===== src/rtl/kp_pkg.sv =====
// Shared types and the row/column-to-hex code table for the keypad scanner.
//   kp_state_e   : debounce FSM state encoding (2 bits)
//   frame_res_e  : result of one full four-column scan frame
//   frame_acc_t  : running frame result plus the code of the single key seen so far
//   key_lookup() : maps a (row, column) intersection to its hex key code
package kp_pkg;

  localparam int unsigned KP_ROWS = 4;
  localparam int unsigned KP_COLS = 4;
  localparam int unsigned CODE_W  = 4;

  typedef enum logic [1:0] {
    ST_IDLE     = 2'd0,
    ST_DEBOUNCE = 2'd1,
    ST_PRESSED  = 2'd2,
    ST_RELEASE  = 2'd3
  } kp_state_e;

  typedef enum logic [1:0] {
    FR_NONE   = 2'd0,
    FR_SINGLE = 2'd1,
    FR_MULTI  = 2'd2
  } frame_res_e;

  typedef struct packed {
    frame_res_e        res;
    logic [CODE_W-1:0] code;
  } frame_acc_t;

  // Keypad legend, rows top to bottom: 1 2 3 A / 4 5 6 B / 7 8 9 C / E 0 F D
  function automatic logic [CODE_W-1:0] key_lookup(input logic [1:0] row, input logic [1:0] col);
    logic [CODE_W-1:0] code;
    code = 4'h0;
    case ({row, col})
      4'b00_00: code = 4'h1;
      4'b00_01: code = 4'h2;
      4'b00_10: code = 4'h3;
      4'b00_11: code = 4'hA;
      4'b01_00: code = 4'h4;
      4'b01_01: code = 4'h5;
      4'b01_10: code = 4'h6;
      4'b01_11: code = 4'hB;
      4'b10_00: code = 4'h7;
      4'b10_01: code = 4'h8;
      4'b10_10: code = 4'h9;
      4'b10_11: code = 4'hC;
      4'b11_00: code = 4'hE;
      4'b11_01: code = 4'h0;
      4'b11_10: code = 4'hF;
      4'b11_11: code = 4'hD;
    endcase
    return code;
  endfunction

endpackage


===== src/rtl/keypad_scanner_if.sv =====
// Keypad-side and key-event signals of the scanner.
//   row_in    : keypad rows, active low, asynchronous
//   col_out   : column drive, active low, one-hot-low
//   key_code  : hex code of the last accepted key
//   key_valid : one-cycle strobe on acceptance
//   key_held  : accepted key still down
// slave modport is the scanner; master modport is the keypad/consumer side.
interface keypad_scanner_if;

  logic [3:0] row_in;
  logic [3:0] col_out;
  logic [3:0] key_code;
  logic       key_valid;
  logic       key_held;

  modport master (
    output row_in,
    input  col_out,
    input  key_code,
    input  key_valid,
    input  key_held
  );

  modport slave (
    input  row_in,
    output col_out,
    output key_code,
    output key_valid,
    output key_held
  );

endinterface


===== src/rtl/kp_col_scan.sv =====
// Column scanner: row synchronizer, dwell counter and active-low column rotation.
//   clk, rst   : clock, synchronous active-low reset
//   row_in     : raw keypad rows (asynchronous)
//   col_out    : registered column drive, exactly one bit low
//   sample_c   : high on the last dwell cycle of the current column
//   col_idx    : index of the column currently driven low
//   rows_sync  : rows after the 2-FF synchronizer
module kp_col_scan #(
  parameter int unsigned DWELL_CYCLES = 50000,
  parameter int unsigned CNT_W        = 16
) (
  input  logic       clk,
  input  logic       rst,
  input  logic [3:0] row_in,
  output logic [3:0] col_out,
  output logic       sample_c,
  output logic [1:0] col_idx,
  output logic [3:0] rows_sync
);

  localparam logic [CNT_W-1:0] CNT_LAST = CNT_W'(DWELL_CYCLES - 1);

  logic [3:0]       sync1_q;
  logic [3:0]       sync2_q;
  logic [CNT_W-1:0] cnt_q;

  // Two-flop synchronizer; idle rows read as all-high.
  always_ff @(posedge clk) begin
    if (!rst) begin
      sync1_q <= 4'hF;
      sync2_q <= 4'hF;
    end else begin
      sync1_q <= row_in;
      sync2_q <= sync1_q;
    end
  end

  // Dwell counter and column rotation; scanning free-runs regardless of key state.
  always_ff @(posedge clk) begin
    if (!rst) begin
      cnt_q   <= '0;
      col_out <= 4'b1110;
      col_idx <= 2'd0;
    end else if (cnt_q == CNT_LAST) begin
      cnt_q   <= '0;
      col_out <= {col_out[2:0], col_out[3]};
      col_idx <= col_idx + 2'd1;
    end else begin
      cnt_q   <= cnt_q + CNT_W'(1);
    end
  end

  assign sample_c  = (cnt_q == CNT_LAST);
  assign rows_sync = sync2_q;

endmodule


===== src/rtl/keypad_scanner.sv =====
// 4x4 matrix keypad scanner: frame accumulation over the four column samples
// and a press/release debounce FSM producing a single strobe per key press.
//   clk, rst : clock, synchronous active-low reset
//   bus      : keypad_scanner_if.slave (row_in in; col_out, key_code,
//              key_valid, key_held out)
module keypad_scanner
  import kp_pkg::*;
#(
  parameter int unsigned DWELL_CYCLES    = 50000,
  parameter int unsigned DEBOUNCE_FRAMES = 5,
  parameter int unsigned CNT_W           = 16
) (
  input  logic               clk,
  input  logic               rst,
  keypad_scanner_if.slave    bus
);

  localparam int unsigned    FC_W    = $clog2(DEBOUNCE_FRAMES + 1);
  localparam logic [FC_W-1:0] FC_ONE  = FC_W'(1);
  localparam logic [FC_W-1:0] FC_DONE = FC_W'(DEBOUNCE_FRAMES);

  logic [3:0] col_out_w;
  logic       sample_c;
  logic [1:0] col_idx;
  logic [3:0] rows_sync;

  kp_col_scan #(
    .DWELL_CYCLES (DWELL_CYCLES),
    .CNT_W        (CNT_W)
  ) u_col_scan (
    .clk       (clk),
    .rst       (rst),
    .row_in    (bus.row_in),
    .col_out   (col_out_w),
    .sample_c  (sample_c),
    .col_idx   (col_idx),
    .rows_sync (rows_sync)
  );

  // ---------------- frame accumulation ----------------
  frame_acc_t  acc_q;
  frame_acc_t  merged;
  logic [2:0]  col_hits;
  logic [1:0]  col_row;
  logic        frame_end;

  // Fold the current column's low rows into the running frame result.
  always_comb begin
    col_hits = 3'd0;
    col_row  = 2'd0;
    for (int r = 0; r < int'(KP_ROWS); r++) begin
      if (!rows_sync[r]) begin
        col_hits = col_hits + 3'd1;
        col_row  = 2'(r);
      end
    end
    merged = acc_q;
    case (acc_q.res)
      FR_NONE: begin
        if (col_hits == 3'd1) begin
          merged.res  = FR_SINGLE;
          merged.code = key_lookup(col_row, col_idx);
        end else if (col_hits != 3'd0) begin
          merged.res  = FR_MULTI;
        end
      end
      FR_SINGLE: begin
        if (col_hits != 3'd0) merged.res = FR_MULTI;
      end
      default: merged.res = FR_MULTI;
    endcase
    frame_end = sample_c && (col_idx == 2'd3);
  end

  // Accumulator restarts after the col3 sample, whose result goes straight to the FSM.
  always_ff @(posedge clk) begin
    if (!rst) begin
      acc_q <= '{res: FR_NONE, code: 4'h0};
    end else if (frame_end) begin
      acc_q <= '{res: FR_NONE, code: 4'h0};
    end else if (sample_c) begin
      acc_q <= merged;
    end
  end

  // ---------------- debounce FSM ----------------
  kp_state_e         state_q, state_d;
  logic [3:0]        cand_q, cand_d;
  logic [FC_W-1:0]   fcnt_q, fcnt_d;
  logic [FC_W-1:0]   fcnt_inc;
  logic [3:0]        key_code_q, key_code_d;
  logic              key_valid_q, key_valid_d;
  logic              key_held_q, key_held_d;
  logic              accept;
  logic              released;

  always_ff @(posedge clk) begin
    if (!rst) begin
      state_q     <= ST_IDLE;
      cand_q      <= 4'h0;
      fcnt_q      <= '0;
      key_code_q  <= 4'h0;
      key_valid_q <= 1'b0;
      key_held_q  <= 1'b0;
    end else begin
      state_q     <= state_d;
      cand_q      <= cand_d;
      fcnt_q      <= fcnt_d;
      key_code_q  <= key_code_d;
      key_valid_q <= key_valid_d;
      key_held_q  <= key_held_d;
    end
  end

  // Evaluated only at frame end; accept/release completion applied after the case.
  always_comb begin
    state_d     = state_q;
    cand_d      = cand_q;
    fcnt_d      = fcnt_q;
    key_code_d  = key_code_q;
    key_valid_d = 1'b0;
    key_held_d  = key_held_q;
    accept      = 1'b0;
    released    = 1'b0;
    fcnt_inc    = fcnt_q + FC_ONE;

    if (frame_end) begin
      case (state_q)
        ST_IDLE: begin
          if (merged.res == FR_SINGLE) begin
            cand_d  = merged.code;
            fcnt_d  = FC_ONE;
            state_d = ST_DEBOUNCE;
            accept  = (FC_ONE == FC_DONE);
          end
        end
        ST_DEBOUNCE: begin
          if (merged.res == FR_SINGLE) begin
            if (merged.code == cand_q) begin
              fcnt_d = fcnt_inc;
              accept = (fcnt_inc == FC_DONE);
            end else begin
              cand_d = merged.code;
              fcnt_d = FC_ONE;
              accept = (FC_ONE == FC_DONE);
            end
          end else begin
            state_d = ST_IDLE;
            fcnt_d  = '0;
          end
        end
        ST_PRESSED: begin
          if (merged.res == FR_NONE) begin
            fcnt_d   = FC_ONE;
            state_d  = ST_RELEASE;
            released = (FC_ONE == FC_DONE);
          end
        end
        ST_RELEASE: begin
          if (merged.res == FR_NONE) begin
            fcnt_d   = fcnt_inc;
            released = (fcnt_inc == FC_DONE);
          end else begin
            state_d  = ST_PRESSED;
          end
        end
      endcase
    end

    if (accept) begin
      key_code_d  = cand_d;
      key_valid_d = 1'b1;
      key_held_d  = 1'b1;
      state_d     = ST_PRESSED;
    end
    if (released) begin
      key_held_d  = 1'b0;
      state_d     = ST_IDLE;
      fcnt_d      = '0;
    end
  end

  assign bus.col_out   = col_out_w;
  assign bus.key_code  = key_code_q;
  assign bus.key_valid = key_valid_q;
  assign bus.key_held  = key_held_q;

endmodule


===== src/flat_wrapper.sv =====
// flat-port wrapper written by rule: the top's interface ports become plain ports
module keypad_scanner_flat import kp_pkg::*;
#(
  parameter int unsigned DWELL_CYCLES    = 50000,
  parameter int unsigned DEBOUNCE_FRAMES = 5,
  parameter int unsigned CNT_W           = 16
)
  (clk, rst, bus_row_in, bus_col_out, bus_key_code, bus_key_valid, bus_key_held);
  keypad_scanner_if bus_i ();
  input  logic clk;
  input  logic rst;
  input wire logic [$bits(bus_i.row_in)-1:0] bus_row_in;
  output wire logic [$bits(bus_i.col_out)-1:0] bus_col_out;
  output wire logic [$bits(bus_i.key_code)-1:0] bus_key_code;
  output wire logic [$bits(bus_i.key_valid)-1:0] bus_key_valid;
  output wire logic [$bits(bus_i.key_held)-1:0] bus_key_held;
  assign bus_i.row_in = bus_row_in;
  assign bus_col_out = bus_i.col_out;
  assign bus_key_code = bus_i.key_code;
  assign bus_key_valid = bus_i.key_valid;
  assign bus_key_held = bus_i.key_held;
  keypad_scanner #(.DWELL_CYCLES(DWELL_CYCLES), .DEBOUNCE_FRAMES(DEBOUNCE_FRAMES), .CNT_W(CNT_W)) u_core (.clk(clk), .rst(rst), .bus(bus_i));
endmodule

===== config.mk =====
export PLATFORM = sky130hd
export DESIGN_NAME = keypad_scanner_flat
export DESIGN_NICKNAME = d
export VERILOG_FILES = /design/src/rtl/kp_pkg.sv /design/src/rtl/keypad_scanner_if.sv /design/src/rtl/kp_col_scan.sv /design/src/rtl/keypad_scanner.sv /design/src/flat_wrapper.sv
export SDC_FILE = /design/constraint.sdc
export NUM_CORES = 1
export LEC_CHECK = 0
export ABC_AREA = 1
export CORE_ASPECT_RATIO = 2
export CORE_MARGIN = 2
export CORE_UTILIZATION = 50
export CTS_BUF_LIST = sky130_fd_sc_hd__clkbuf_4 sky130_fd_sc_hd__clkbuf_8
export DETAILED_ROUTE_END_ITERATION = 12
export PLACE_DENSITY_LB_ADDON = 0.08
export SETUP_SLACK_MARGIN = 0.5
export SLEW_MARGIN = 5
export SYNTH_ARGS = -nofsm -noshare
export SYNTH_HDL_FRONTEND = slang
export SYNTH_SLANG_ARGS = --single-unit

===== constraint.sdc =====
create_clock -name clk -period 3.1 [get_ports clk]
set_input_delay 0.62 -clock clk [delete_from_list [all_inputs] [get_ports clk]]
set_output_delay 0.62 -clock clk [all_outputs]
set_load 0.03 [all_outputs]

==> results of run 1 <==
==> cell usage after synthesis, types with 5 or more instances <==
cell,n,area share
nand2_1,94,0.13
inv_1,72,0.097
dfxtp_1,51,0.37
nor2_1,42,0.057
nand3_1,32,0.057
a21oi_1,20,0.036
o21ai_0,17,0.031
nand2_2,12,0.027
ha_1,11,0.049
nor3_1,11,0.020
nand4_1,9,0.020
or2_2,9,0.020
nor2_2,5,0.011
==> report_power, final <==
group	total [mW]	switching, mW	internal (mW)
logic	0.201	0.115	0.0859
registers	0.669	0.00641	0.663
clock network	0.385	0.218	0.167
==> cell families (layout without fill, tap and decap cells) <==
kind of cell             Yosys count  after routing
buffers and inverters             79            114
adder cells (fa/ha/maj)           11             11
AND/OR/NAND/NOR                  228            229
flip-flops                        51             51
AO/OA/AOI/OAI                     42             42
XOR/XNOR                           2              2
==> layer usage <==
layer	GRT usage	vias to the layer above	routed length (µm)
li1	-	1370	-
met1	0.196	1208	2350
met2	0.451	29	3850
met3	0.0318	15	97
met4	0.126	0	222
met5	0	-	0
==> stage by stage <==
stage,instances,utilization
after detailed placement,485,0.556
final,509,0.631
after floorplan,413,-
after CTS,502,0.598
after global routing,509,0.631
after global placement,485,0.556
==> worst reg2reg max path: stages, from the launching register on <==
cell and delay (ns):
dfxtp_2 0.34, inv_2 0.05, ha_4 0.28, inv_2 0.04, nand2_2 0.06, nand2_2 0.07, inv_2 0.06, ha_4 0.13
nand2_1 0.09, nand2_1 0.10, nand2_2 0.09, nand2_4 0.09, nor2_4 0.04, buf_6 0.11, buf_6 0.10, nand2_4 0.05
nand3_2 0.06, nand2_2 0.08, nand2_4 0.05, nor3_4 0.29, buf_4 0.18, o21ai_2 0.05, nor2_1 0.11, nor2_1 0.05
==> area by class of cell <==
type | instances | area, µm² | share of cell area
Clock buffer | 6 | 76.3 | 0.0223
Multi-Input combinational cell | 284 | 1660 | 0.486
Clock inverter | 2 | 12.5 | 0.00366
Timing Repair Buffer | 33 | 293 | 0.0856
Inverter | 73 | 277 | 0.0809
Tap cell | 60 | 75.1 | 0.0220
Sequential cell | 51 | 1020 | 0.299
==> repair_timing <==
item | CTS | global route
cloned | 0 | 1
gates resized for setup | 20 | 36
setup buffers | 9 | 6
setup endpoints to repair | 15 | 11
pin swaps | 15 | 29
==> path summary, 6_finish.rpt <==
check | start | to | slack [ns] | depth (start not counted)
worst max-delay path | u_core.u_col_scan.rows_sync[1] | u_core.fcnt_q[0] | 0.45 | 23
worst min register to register | u_core.u_col_scan.sync1_q[2] | u_core.u_col_scan.rows_sync[2] | 0.42 | 1
worst max register to register | u_core.u_col_scan.rows_sync[1] | u_core.fcnt_q[0] | 0.45 | 23
worst min-delay path | u_core.u_col_scan.sync1_q[2] | u_core.u_col_scan.rows_sync[2] | 0.42 | 1
==> state kept, by name, summed over array words and instances, names as in the netlist <==
name and count:
u_core.acc_q 6, u_core.bus.key_code 4, u_core.bus.key_held 1, u_core.bus.key_valid 1
u_core.cand_q 4, u_core.fcnt_q 3, u_core.state_q 2, u_core.u_col_scan.cnt_q 16
u_core.u_col_scan.col_idx 2, u_core.u_col_scan.col_out 4, u_core.u_col_scan.rows_sync 4, u_core.u_col_scan.sync1_q 4
==> summary.md, run 1 <==
| Metric | Value |
|---|---|
| Outcome | `finished, final reports clean` |
| CP delay by family, top | `simple AND/OR/NAND/NOR gates` |
| Die X | `56.8 µm` |
| Synth Register Bits | `51` |
| Compound-Gate Fraction of Synth Area | `0.0790` |
| Routability-driven placement congestion ratio | `0.861` |
| Critical path buffers and inverters | `6` |
| Synth warn | `0` |
| RSZ-0062 raised after global routing | `true` |
| Fin crit share | `0.854` |
| CTS tree | `built` |
| Relative slew slack | `0.622` |
| Fin worst setup slack | `0.452 ns` |
| Crit-path max FO | `5` |
| # diodes | `0` |
| Post-synthesis mux area share | `0` |
| Asr flop ratio synth | `0` |
| Min-delay worst type | `reg2reg` |
| Die H | `110 µm` |
| Commonest non-fill, non-tap cell in the layout | `nand2_1` |
| DR vias | `2622` |
| Final setup vio count | `0` |
| Fin Clk Skew | `0.00975 ns` |
| Tot Pwr | `1.25 mW` |
| PwrDens | `367 nW/µm²` |
| Net count of the mapped netlist | `430` |
| Grt ovf | `0` |
| Worst hold slack | `0.418 ns` |
| Critical Path AT | `2.86 ns` |
| Slowest-stage cell, CP | `dfxtp_2` |
| Clk pin slew, worst setup/hold paths | `0.09 ns` |
| Dpl ws | `0.190 ns` |
| Largest family of logic cells by synthesized area | `simple AND/OR/NAND/NOR gates` |
| WL/cell | `12.8 µm` |
| Iteration-0 DRC Markers | `99` |
| Hold_buf cts | `0` |
| Worst Max-Slew Pin Slew | `0.563 ns` |
| Crit path capture type | `flop` |
| Cells after synthesis | `413` |
| Post-synthesis cell type count | `31` |
| Crit start category | `flop` |
| Synth Area in Simple Gates | `0.387` |
| Commonest non-fill, non-tap cells in the layout | `nand2_1, inv_1, dfxtp_1` |
| All-layer global routing usage | `0.221` |
| Buffers on Ports | `15` |
| Largest net degree at the start of global routing | `17` |
| DR pass1 iterations | `4` |
| Crit-path cells | `inv_2 > ha_4 > inv_2 > nand2_2 > nand2_2 > inv_2 > ha_4 > nand2_1 > nand2_1 > nand2_2 > nand2_4 > nor2_4 > buf_6 > buf_6 > nand2_4 > nand3_2 > nand2_2 > nand2_4 > nor3_4 > buf_4 > o21ai_2 > nor2_1 > nor2_1` |
| Worst-case clock buffer depth | `2` |
| Worst path most repeated cell | `nand2_2` |
| Detailed Place HPWL | `4.84 mm` |
| FP Rows | `38` |
| Vias per std cell | `5.15` |
| Primary FF master, synth | `dfxtp_1` |
| FMAX | `0.378 GHz` |
| Share of cells above drive strength 1 | `0.227` |
| CTS Buf Count | `5` |
| Number of global-route vias before repair | `2611` |
| Core outline area | `5420 µm²` |
| # Max-Cap Violations | `0` |
| Avg Cell Area, Syn | `6.75 µm²` |
| Clk sink count | `51` |
| Synth Area in XOR/XNOR | `0.00628` |
| DRC Markers | `0` |
| Initial antenna violation count | `0` |
| Post-synthesis adder-cell area fraction | `0.0494` |
| LEAKAGE | `1.50 nW` |
| CTS Root Cell | `clkbuf_8` |
| CP Class | `reg2reg` |
| Sum Neg Setup Slack | `0 ns` |
| Layout Nets | `465` |
| Routed WL | `6.52 mm` |
| Area growth from synthesis to layout | `22.7%` |
| Worst Path Required | `3.31 ns` |
| Max VDD drop | `0.447 mV` |
| Design Area, Final | `3420 µm²` |
| Worst-Skew Late Latency | `0.31 ns` |
| Post-synth EDFFs | `0` |
| Endpoints failing hold | `0` |
| Fin. max-slew vios | `0` |
| Fillers | `523` |
| First-pass GRT wire length | `10.7 mm` |
| I/O pin cnt | `16` |
| Placed cell area | `3020 µm²` |
| Minimum clock period | `2.65 ns` |
| Initial Utilization | `0.514` |
| CP peak stage delay | `0.34 ns` |
| Post-DRT Antenna Nets | `0` |
| Mapped Area | `2790 µm²` |
| Die area | `6230 µm²` |
| H-tree depth | `2` |
| Post-synthesis sequential area ratio | `0.366` |
Power figures use the tool's default switching activity.
==> run 2, diff against run 1 <==
--- a/config.mk
+++ b/config.mk
@@ -6,7 +6,8 @@
 export NUM_CORES = 1
 export LEC_CHECK = 0
 export ABC_AREA = 1
-export CORE_ASPECT_RATIO = 2
+export CAP_MARGIN = 5
+export CORE_ASPECT_RATIO = 1.2
 export CORE_MARGIN = 2
 export CORE_UTILIZATION = 50
 export CTS_BUF_LIST = sky130_fd_sc_hd__clkbuf_4 sky130_fd_sc_hd__clkbuf_8
==> summary.md, run 2 (synthesized netlist as in run 1, its figures left out) <==
| Metric | Value |
|---|---|
| Initial Utilization | `0.523 (+0.00832)` |
| Crit-path cells | `inv_2 > ha_4 > inv_2 > nand2_2 > nand2_2 > inv_2 > ha_4 > inv_2 > nor2_2 > nand2_1 > nand2_2 > nor2_4 > nand2_4 > nand2_4 > nand2_2 > nand2_2 > nand2_4 > nor3_4 > nand3_4 > nand2_1 > inv_1 > nor2_1` |
| Worst-case clock buffer depth | `2 (unchanged)` |
| Largest net degree at the start of global routing | `16 (-1)` |
| Commonest non-fill, non-tap cells in the layout | `nand2_1, inv_1, dfxtp_1` |
| Max reg flops | `16 (unchanged)` |
| Worst path most repeated cell | `nand2_2` |
| Clk sink count | `51 (unchanged)` |
| Tot Pwr | `1.33 mW (+5.9%)` |
| First-pass GRT wire length | `10.6 mm (-0.84%)` |
| Die X | `72.2 µm (+27%)` |
| H-tree depth | `2 (unchanged)` |
| Worst hold slack | `0.421 ns (+0.00234 ns)` |
| Commonest non-fill, non-tap cell in the layout | `nand2_1` |
| Layout Nets | `458 (-1.5%)` |
| Cells after DPL | `487 (+0.41%)` |
| Worst-Skew Late Latency | `0.31 ns (about the same)` |
| Worst Max-Slew Pin Slew | `0.503 ns (-0.0599 ns)` |
| Final non-filler cell total | `504 (-0.98%)` |
| Fillers | `501 (-4.2%)` |
| CP Class | `reg2reg` |
| Relative slew slack | `0.662 (+0.0403)` |
| Largest registers | `u_core.u_col_scan.cnt_q x16, u_core.acc_q x6` |
| Reg area | `1020 µm² (unchanged)` |
| Min-delay worst type | `reg2reg` |
| Buffers on Ports | `15 (unchanged)` |
| I/O pin cnt | `16 (unchanged)` |
| Clk pin slew, worst setup/hold paths | `0.10 ns (about the same)` |
| # diodes | `0 (unchanged)` |
| CTS Root Cell | `clkbuf_8` |
| Routed WL | `6.07 mm (-6.8%)` |
| Sum Neg Setup Slack | `0 ns (unchanged)` |
| Fin crit share | `0.839 (-0.0147)` |
| Crit path capture type | `flop` |
| Hold_buf cts | `0 (unchanged)` |
| PwrDens | `399 nW/µm² (+8.9%)` |
| Crit start category | `flop` |
| Reg2Reg Depth | `22 (-4.3%)` |
| CTS Buf Count | `5 (unchanged)` |
| Post-DRT Antenna Nets | `0 (unchanged)` |
| Die H | `85.8 µm (-22%)` |
| # Max-Cap Violations | `0 (unchanged)` |
| Critical Path AT | `2.85 ns (about the same)` |
| Crit-path max FO | `8 (+3)` |
| All-layer global routing usage | `0.212 (-0.00958)` |
| Routability-driven placement congestion ratio | `0.809 (-6.1%)` |
| Area growth from synthesis to layout | `19.3%` |
| Initial antenna violation count | `0 (unchanged)` |
| Max VDD drop | `0.322 mV (-28%)` |
| Final setup vio count | `0 (unchanged)` |
| RSZ-0062 raised after global routing | `true` |
| DR pass1 iterations | `4 (unchanged)` |
| Share of cells above drive strength 1 | `0.188 (-0.0394)` |
| Iteration-0 DRC Markers | `132 (+33%)` |
| Outcome | `finished, final reports clean` |
| Vias per std cell | `5.05 (-1.9%)` |
| CP peak stage delay | `0.34 ns (about the same)` |
| Reg2reg setup slack | `0.50 ns (+0.05 ns)` |
| Endpoints failing hold | `0 (unchanged)` |
| FMAX | `0.384 GHz (+1.8%)` |
| Multi-input gate area | `1600 µm² (-3.8%)` |
| Critical path origin | `u_core.u_col_scan.rows_sync[0]` |
| CTS tree | `built` |
| WL/cell | `12.0 µm (-5.9%)` |
| DRC Markers | `0 (unchanged)` |
| Worst Path Required | `3.35 ns (+0.04 ns)` |
| Fin. max-slew vios | `0 (unchanged)` |
| Number of global-route vias before repair | `2395 (-8.3%)` |
| Worst setup path endpoint | `u_core.bus.key_code[3]` |
| LEAKAGE | `1.45 nW (-3.5%)` |
| FP Rows | `29 (-24%)` |
| Core outline area | `5330 µm² (-1.6%)` |
| Die area | `6190 µm² (-0.55%)` |
| Detailed Place HPWL | `4.32 mm (-11%)` |
| Biggest register | `u_core.u_col_scan.cnt_q` |
| RR Endpoint | `u_core.bus.key_code[3]` |
| Minimum clock period | `2.60 ns (-0.0455 ns)` |
| Slowest-stage cell, CP | `dfxtp_2` |
| Fin Clk Skew | `0.0110 ns (+0.00125 ns)` |
| DR vias | `2546 (-2.9%)` |
| Grt ovf | `0 (unchanged)` |
| Worst reg2reg path startpoint | `u_core.u_col_scan.rows_sync[0]` |
==> run 2: changes by cell type in the layout (fill, tap and decap cells not counted), moves of 2 or more <==
| cell | previous run | this run |
|---|---|---|
| buf_4 | 16 | 11 |
| buf_6 | 2 | 0 |
| nand2_1 | 77 | 83 |
| nand2_2 | 24 | 20 |
| nand2_4 | 7 | 5 |
| nand3_1 | 26 | 31 |
| nand3_2 | 6 | 2 |
| o21ai_1 | 0 | 2 |
| o21ai_2 | 5 | 3 |
==> run 2: final cells by class <==
| type | instances | share of cell area |
|---|---|---|
| clock buffers | 6 | 0.0248 |
| clock inverters | 2 | 0.0105 |
| inverters | 73 | 0.0831 |
| multi-input cells | 284 | 0.481 |
| flip-flops and latches | 51 | 0.308 |
| well taps | 62 | 0.0233 |
| repair buffers | 26 | 0.0700 |
==> run 2: worst min-delay path by stage <==
stage	startpoint	end	cells past startpoint
5_1_grt	u_core.u_col_scan.sync1_q[1]	u_core.u_col_scan.rows_sync[1]	1
2_1_floorplan	u_core.u_col_scan.sync1_q[0]	u_core.u_col_scan.rows_sync[0]	1
3_5_place_dp	u_core.u_col_scan.sync1_q[0]	u_core.u_col_scan.rows_sync[0]	1
6_report	u_core.u_col_scan.sync1_q[0]	u_core.u_col_scan.rows_sync[0]	1
3_3_place_gp	u_core.u_col_scan.sync1_q[3]	u_core.u_col_scan.rows_sync[3]	1
4_1_cts	u_core.u_col_scan.sync1_q[0]	u_core.u_col_scan.rows_sync[0]	1
==> run 2: repair_timing <==
item,in CTS,in global routing
setup buffers,6,2
endpoints found under the setup margin,15,11
gates resized for setup,21,17
pin swaps,16,19
cloned,1,0
==> run 2: per-layer routing <==
layer  vias up  GRT usage  routed length, µm
li1       1358          -                  -
met1      1143      0.273               2850
met2        35      0.355               2980
met3        10     0.0376                145
met4         0     0.0686                 99
met5         -          0                  0
==> run 2: through the flow <==
stage	cell area (µm²)	util	setup slack, ns
final	3330	0.624	0.498
after global routing	3330	0.624	0.319
after CTS	3260	0.612	0.508
after detailed placement	3020	0.566	0.178
after global placement	3020	0.566	0.223
after floorplan	2800	-	0.506
==> run 2: where the power goes <==
group          switching (mW)  leakage [nW]  internal, mW  total (mW)
clock network           0.224        0.0612         0.262       0.486
registers             0.00673         0.413         0.663       0.670
logic                   0.105         0.978        0.0684       0.174
total                   0.336          1.45         0.993        1.33
==> run 2: critical path: cells and delay by family, from the launching register on <==
| family | cells | cell delay, ns |
|---|---|---|
| buffers and inverters | 5 | 0.23 |
| adders and majority gates | 2 | 0.40 |
| and+or+nand+nor | 15 | 1.57 |
| DFF | 1 | 0.34 |
==> run 3, diff against run 2 <==
==> constraint.sdc (replaced) <==
create_clock -name clk -period 2.6 [get_ports clk]
set_input_delay 0.52 -clock clk [delete_from_list [all_inputs] [get_ports clk]]
set_output_delay 0.52 -clock clk [all_outputs]
set_load 0.03 [all_outputs]
==> summary.md, run 3 (synthesized netlist as in run 1, its figures left out) <==
| Metric | Value |
|---|---|
| Top sig layer | `met4` |
| PwrDens | `422 nW/µm² (+5.6%)` |
| Sum Neg Setup Slack | `0 ns (unchanged)` |
| Outcome | `finished, final reports clean` |
| Commonest non-fill, non-tap cell in the layout | `nand2_1` |
| Endpoints failing hold | `0 (unchanged)` |
| Tot Pwr | `1.46 mW (+10%)` |
| Crit start category | `flop` |
| Worst Path Required | `2.80 ns (-0.55 ns)` |
| Worst setup path endpoint | `u_core.bus.key_code[2]` |
| Fin Clk Skew | `0.00626 ns (-0.00474 ns)` |
| Die H | `85.8 µm (unchanged)` |
| Initial antenna violation count | `0 (unchanged)` |
| LEAKAGE | `1.48 nW (+2.1%)` |
| I/O pin cnt | `16 (unchanged)` |
| Vias per std cell | `5.04 (-0.33%)` |
| Met1 WL | `2.79 mm (-2.0%)` |
| Clk sink count | `51 (unchanged)` |
| Placed cell area | `3110 µm² (+3.2%)` |
| CP Class | `reg2reg` |
| Largest net degree at the start of global routing | `17 (+1)` |
| Reg2reg setup slack | `0.05 ns (-0.45 ns)` |
| Logic gate share of total power | `0.150 (+0.019)` |
| First-pass GRT wire length | `10.5 mm (-0.91%)` |
| # diodes | `0 (unchanged)` |
| Slowest-stage cell, CP | `dfxtp_2` |
| Relative slew slack | `0.759 (+0.0969)` |
| DR vias | `2578 (+1.3%)` |
| Power share of the sequential group | `0.544 (+0.040)` |
| Routed WL | `6.12 mm (+0.74%)` |
| Max reg flops | `16 (unchanged)` |
| Commonest non-fill, non-tap cells in the layout | `nand2_1, inv_1, dfxtp_1` |
| CTS Buf Count | `5 (unchanged)` |
| H-tree depth | `2 (unchanged)` |
| Critical path origin | `u_core.u_col_scan.rows_sync[1]` |
| Worst hold slack | `0.417 ns (-0.00405 ns)` |
| Minimum clock period | `2.55 ns (-0.0515 ns)` |
| CP delay by family, top | `simple AND/OR/NAND/NOR gates` |
| # Max-Cap Violations | `0 (unchanged)` |
| Max VDD drop | `0.365 mV (+13%)` |
| Design Area, Final | `3470 µm² (+4.4%)` |
| Worst-case clock buffer depth | `2 (unchanged)` |
| Crit path capture type | `flop` |
| Clk network pwr share | `0.306 (-0.059)` |
| FP Rows | `29 (unchanged)` |
| WL/cell | `11.9 µm (-0.83%)` |
| Grt ovf | `0 (unchanged)` |
| Iteration-0 DRC Markers | `107 (-19%)` |
| Reg2Reg Depth | `22 (unchanged)` |
| DRC Markers | `0 (unchanged)` |
| Initial Utilization | `0.523 (unchanged)` |
| Worst Max-Slew Pin Slew | `0.360 ns (-0.143 ns)` |
| Biggest register | `u_core.u_col_scan.cnt_q` |
| Largest registers | `u_core.u_col_scan.cnt_q x16, u_core.acc_q x6` |
| Critical Path AT | `2.75 ns (-0.10 ns)` |
| All-layer global routing usage | `0.209 (-0.00278)` |
| WP depth | `22 (unchanged)` |
| Die X | `72.2 µm (unchanged)` |
| Sw frac | `0.265 (+0.0117)` |
| Number of global-route vias before repair | `2483 (+3.7%)` |
| Clk pin slew, worst setup/hold paths | `0.09 ns (about the same)` |
| Routed wl met3 | `151 µm (+4.1%)` |
| Core outline area | `5330 µm² (unchanged)` |
| Critical path buffers and inverters | `6 (+1)` |
| Share of cells above drive strength 1 | `0.269 (+0.0811)` |
| Worst-Skew Late Latency | `0.30 ns (about the same)` |
| CTS tree | `built` |
| Hold_buf cts | `0 (unchanged)` |
| CP peak stage delay | `0.34 ns (about the same)` |
| Detailed Place HPWL | `4.47 mm (+3.6%)` |
| CTS Root Cell | `clkbuf_8` |
| Min-delay worst type | `reg2reg` |
| Worst reg2reg path startpoint | `u_core.u_col_scan.rows_sync[1]` |
| Fin. max-slew vios | `0 (unchanged)` |
| Layout Nets | `466 (+1.7%)` |
| Fin crit share | `0.981 (+0.142)` |
| Switch Pwr | `0.388 mW (+15%)` |
| DR pass1 iterations | `4 (unchanged)` |
| FMAX | `0.392 GHz (+2.0%)` |
| Routability-driven placement congestion ratio | `0.879 (+8.7%)` |
| Internal Pwr Total | `1.08 mW (+8.4%)` |
| Buffers on Ports | `15 (unchanged)` |
| Crit-path cells | `inv_2 > ha_4 > inv_2 > nand2_2 > nand2_2 > inv_2 > ha_4 > inv_2 > nor2_2 > nand2_1 > nand2_2 > nor2_4 > nand2_4 > buf_4 > nand2_4 > nand3_4 > inv_4 > nand2_8 > o21ai_2 > nand4_1 > nand2_1 > nor2_1` |
| Final setup vio count | `0 (unchanged)` |
| Worst path most repeated cell | `inv_2` |
| RR Endpoint | `u_core.bus.key_code[2]` |
| Routed met2 length | `3.12 mm (+4.7%)` |
| RSZ-0062 raised after global routing | `true` |
| Area growth from synthesis to layout | `24.6%` |
| Die area | `6190 µm² (unchanged)` |
| Crit-path max FO | `8 (unchanged)` |
| Post-DRT Antenna Nets | `0 (unchanged)` |
==> run 3: changes by cell type in the layout (fill, tap and decap cells not counted), moves of 3 or more <==
| cell | delta |
|---|---|
| inv_2 | +3 |
| inv_1 | -4 |
| nor2_1 | -8 |
| nor2_2 | +7 |
| buf_4 | +8 |
| nand2_2 | +9 |
| nand2_1 | -11 |
==> run 3: power by group through the flow <==
stage / Clock [mW] / Sequential [mW] / Combinational, mW
after floorplan: 0 / 0.813 / 0.139
after global placement: 0 / 0.815 / 0.171
after detailed placement: 0 / 0.815 / 0.174
after CTS: 0.468 / 0.797 / 0.195
after global routing: 0.495 / 0.799 / 0.245
final: 0.448 / 0.797 / 0.219
==> run 3: how the worst min path moves through the flow <==
stage / start / to / slack, ns / cells after the start
global placement: u_core.u_col_scan.sync1_q[2] / u_core.u_col_scan.rows_sync[2] / 0.40 / 1
detailed placement: u_core.u_col_scan.sync1_q[3] / u_core.u_col_scan.rows_sync[3] / 0.40 / 1
global route: u_core.u_col_scan.sync1_q[3] / u_core.u_col_scan.rows_sync[3] / 0.44 / 1
floorplan: u_core.u_col_scan.sync1_q[0] / u_core.u_col_scan.rows_sync[0] / 0.39 / 1
CTS: u_core.u_col_scan.sync1_q[3] / u_core.u_col_scan.rows_sync[3] / 0.42 / 1
finish: u_core.u_col_scan.cnt_q[0] / u_core.u_col_scan.cnt_q[0] / 0.42 / 1
==> run 3: routing by layer <==
metal | up-vias | global-route usage
li1 | 1373 | -
met1 | 1168 | 0.250
met2 | 31 | 0.375
met3 | 6 | 0.0364
met4 | 0 | 0.0635
met5 | - | 0
==> run 3: area by class of cell <==
type | count | area (µm²)
sequential | 51 | 1020
timing repair buffer | 35 | 304
clock buffer | 6 | 76.3
inverter | 73 | 279
multi-input combinational | 283 | 1700
clock inverter | 2 | 12.5
fill | 493 | 1860
tap | 62 | 77.6
==> run 3: through the flow <==
step,cells,setup WS (ns),utilization
floorplan,413,0.227,-
global placement,493,0.0388,0.584
detailed placement,493,-0.00239,0.584
CTS,509,0.0236,0.624
global route,512,-0.125,0.651
finish,512,0.0496,0.651
==> run 3: worst reg2reg max path, delay by kind of cell (launching register included) <==
family	cells	cell delay (ns)
DFF	1	0.34
AOI/OAI and AO/OA	1	0.17
and+or+nand+nor	13	1.09
buffers and inverters	6	0.46
adders and majority gates	2	0.41
==> run 3: timing repair <==
| action | CTS | global route |
|---|---|---|
| setup buffers | 8 | 3 |
| pin swaps | 18 | 27 |
| gates resized for setup | 16 | 43 |
| endpoints found under the hold margin | 0 | 0 |
| endpoints found under the setup margin | 21 | 23 |
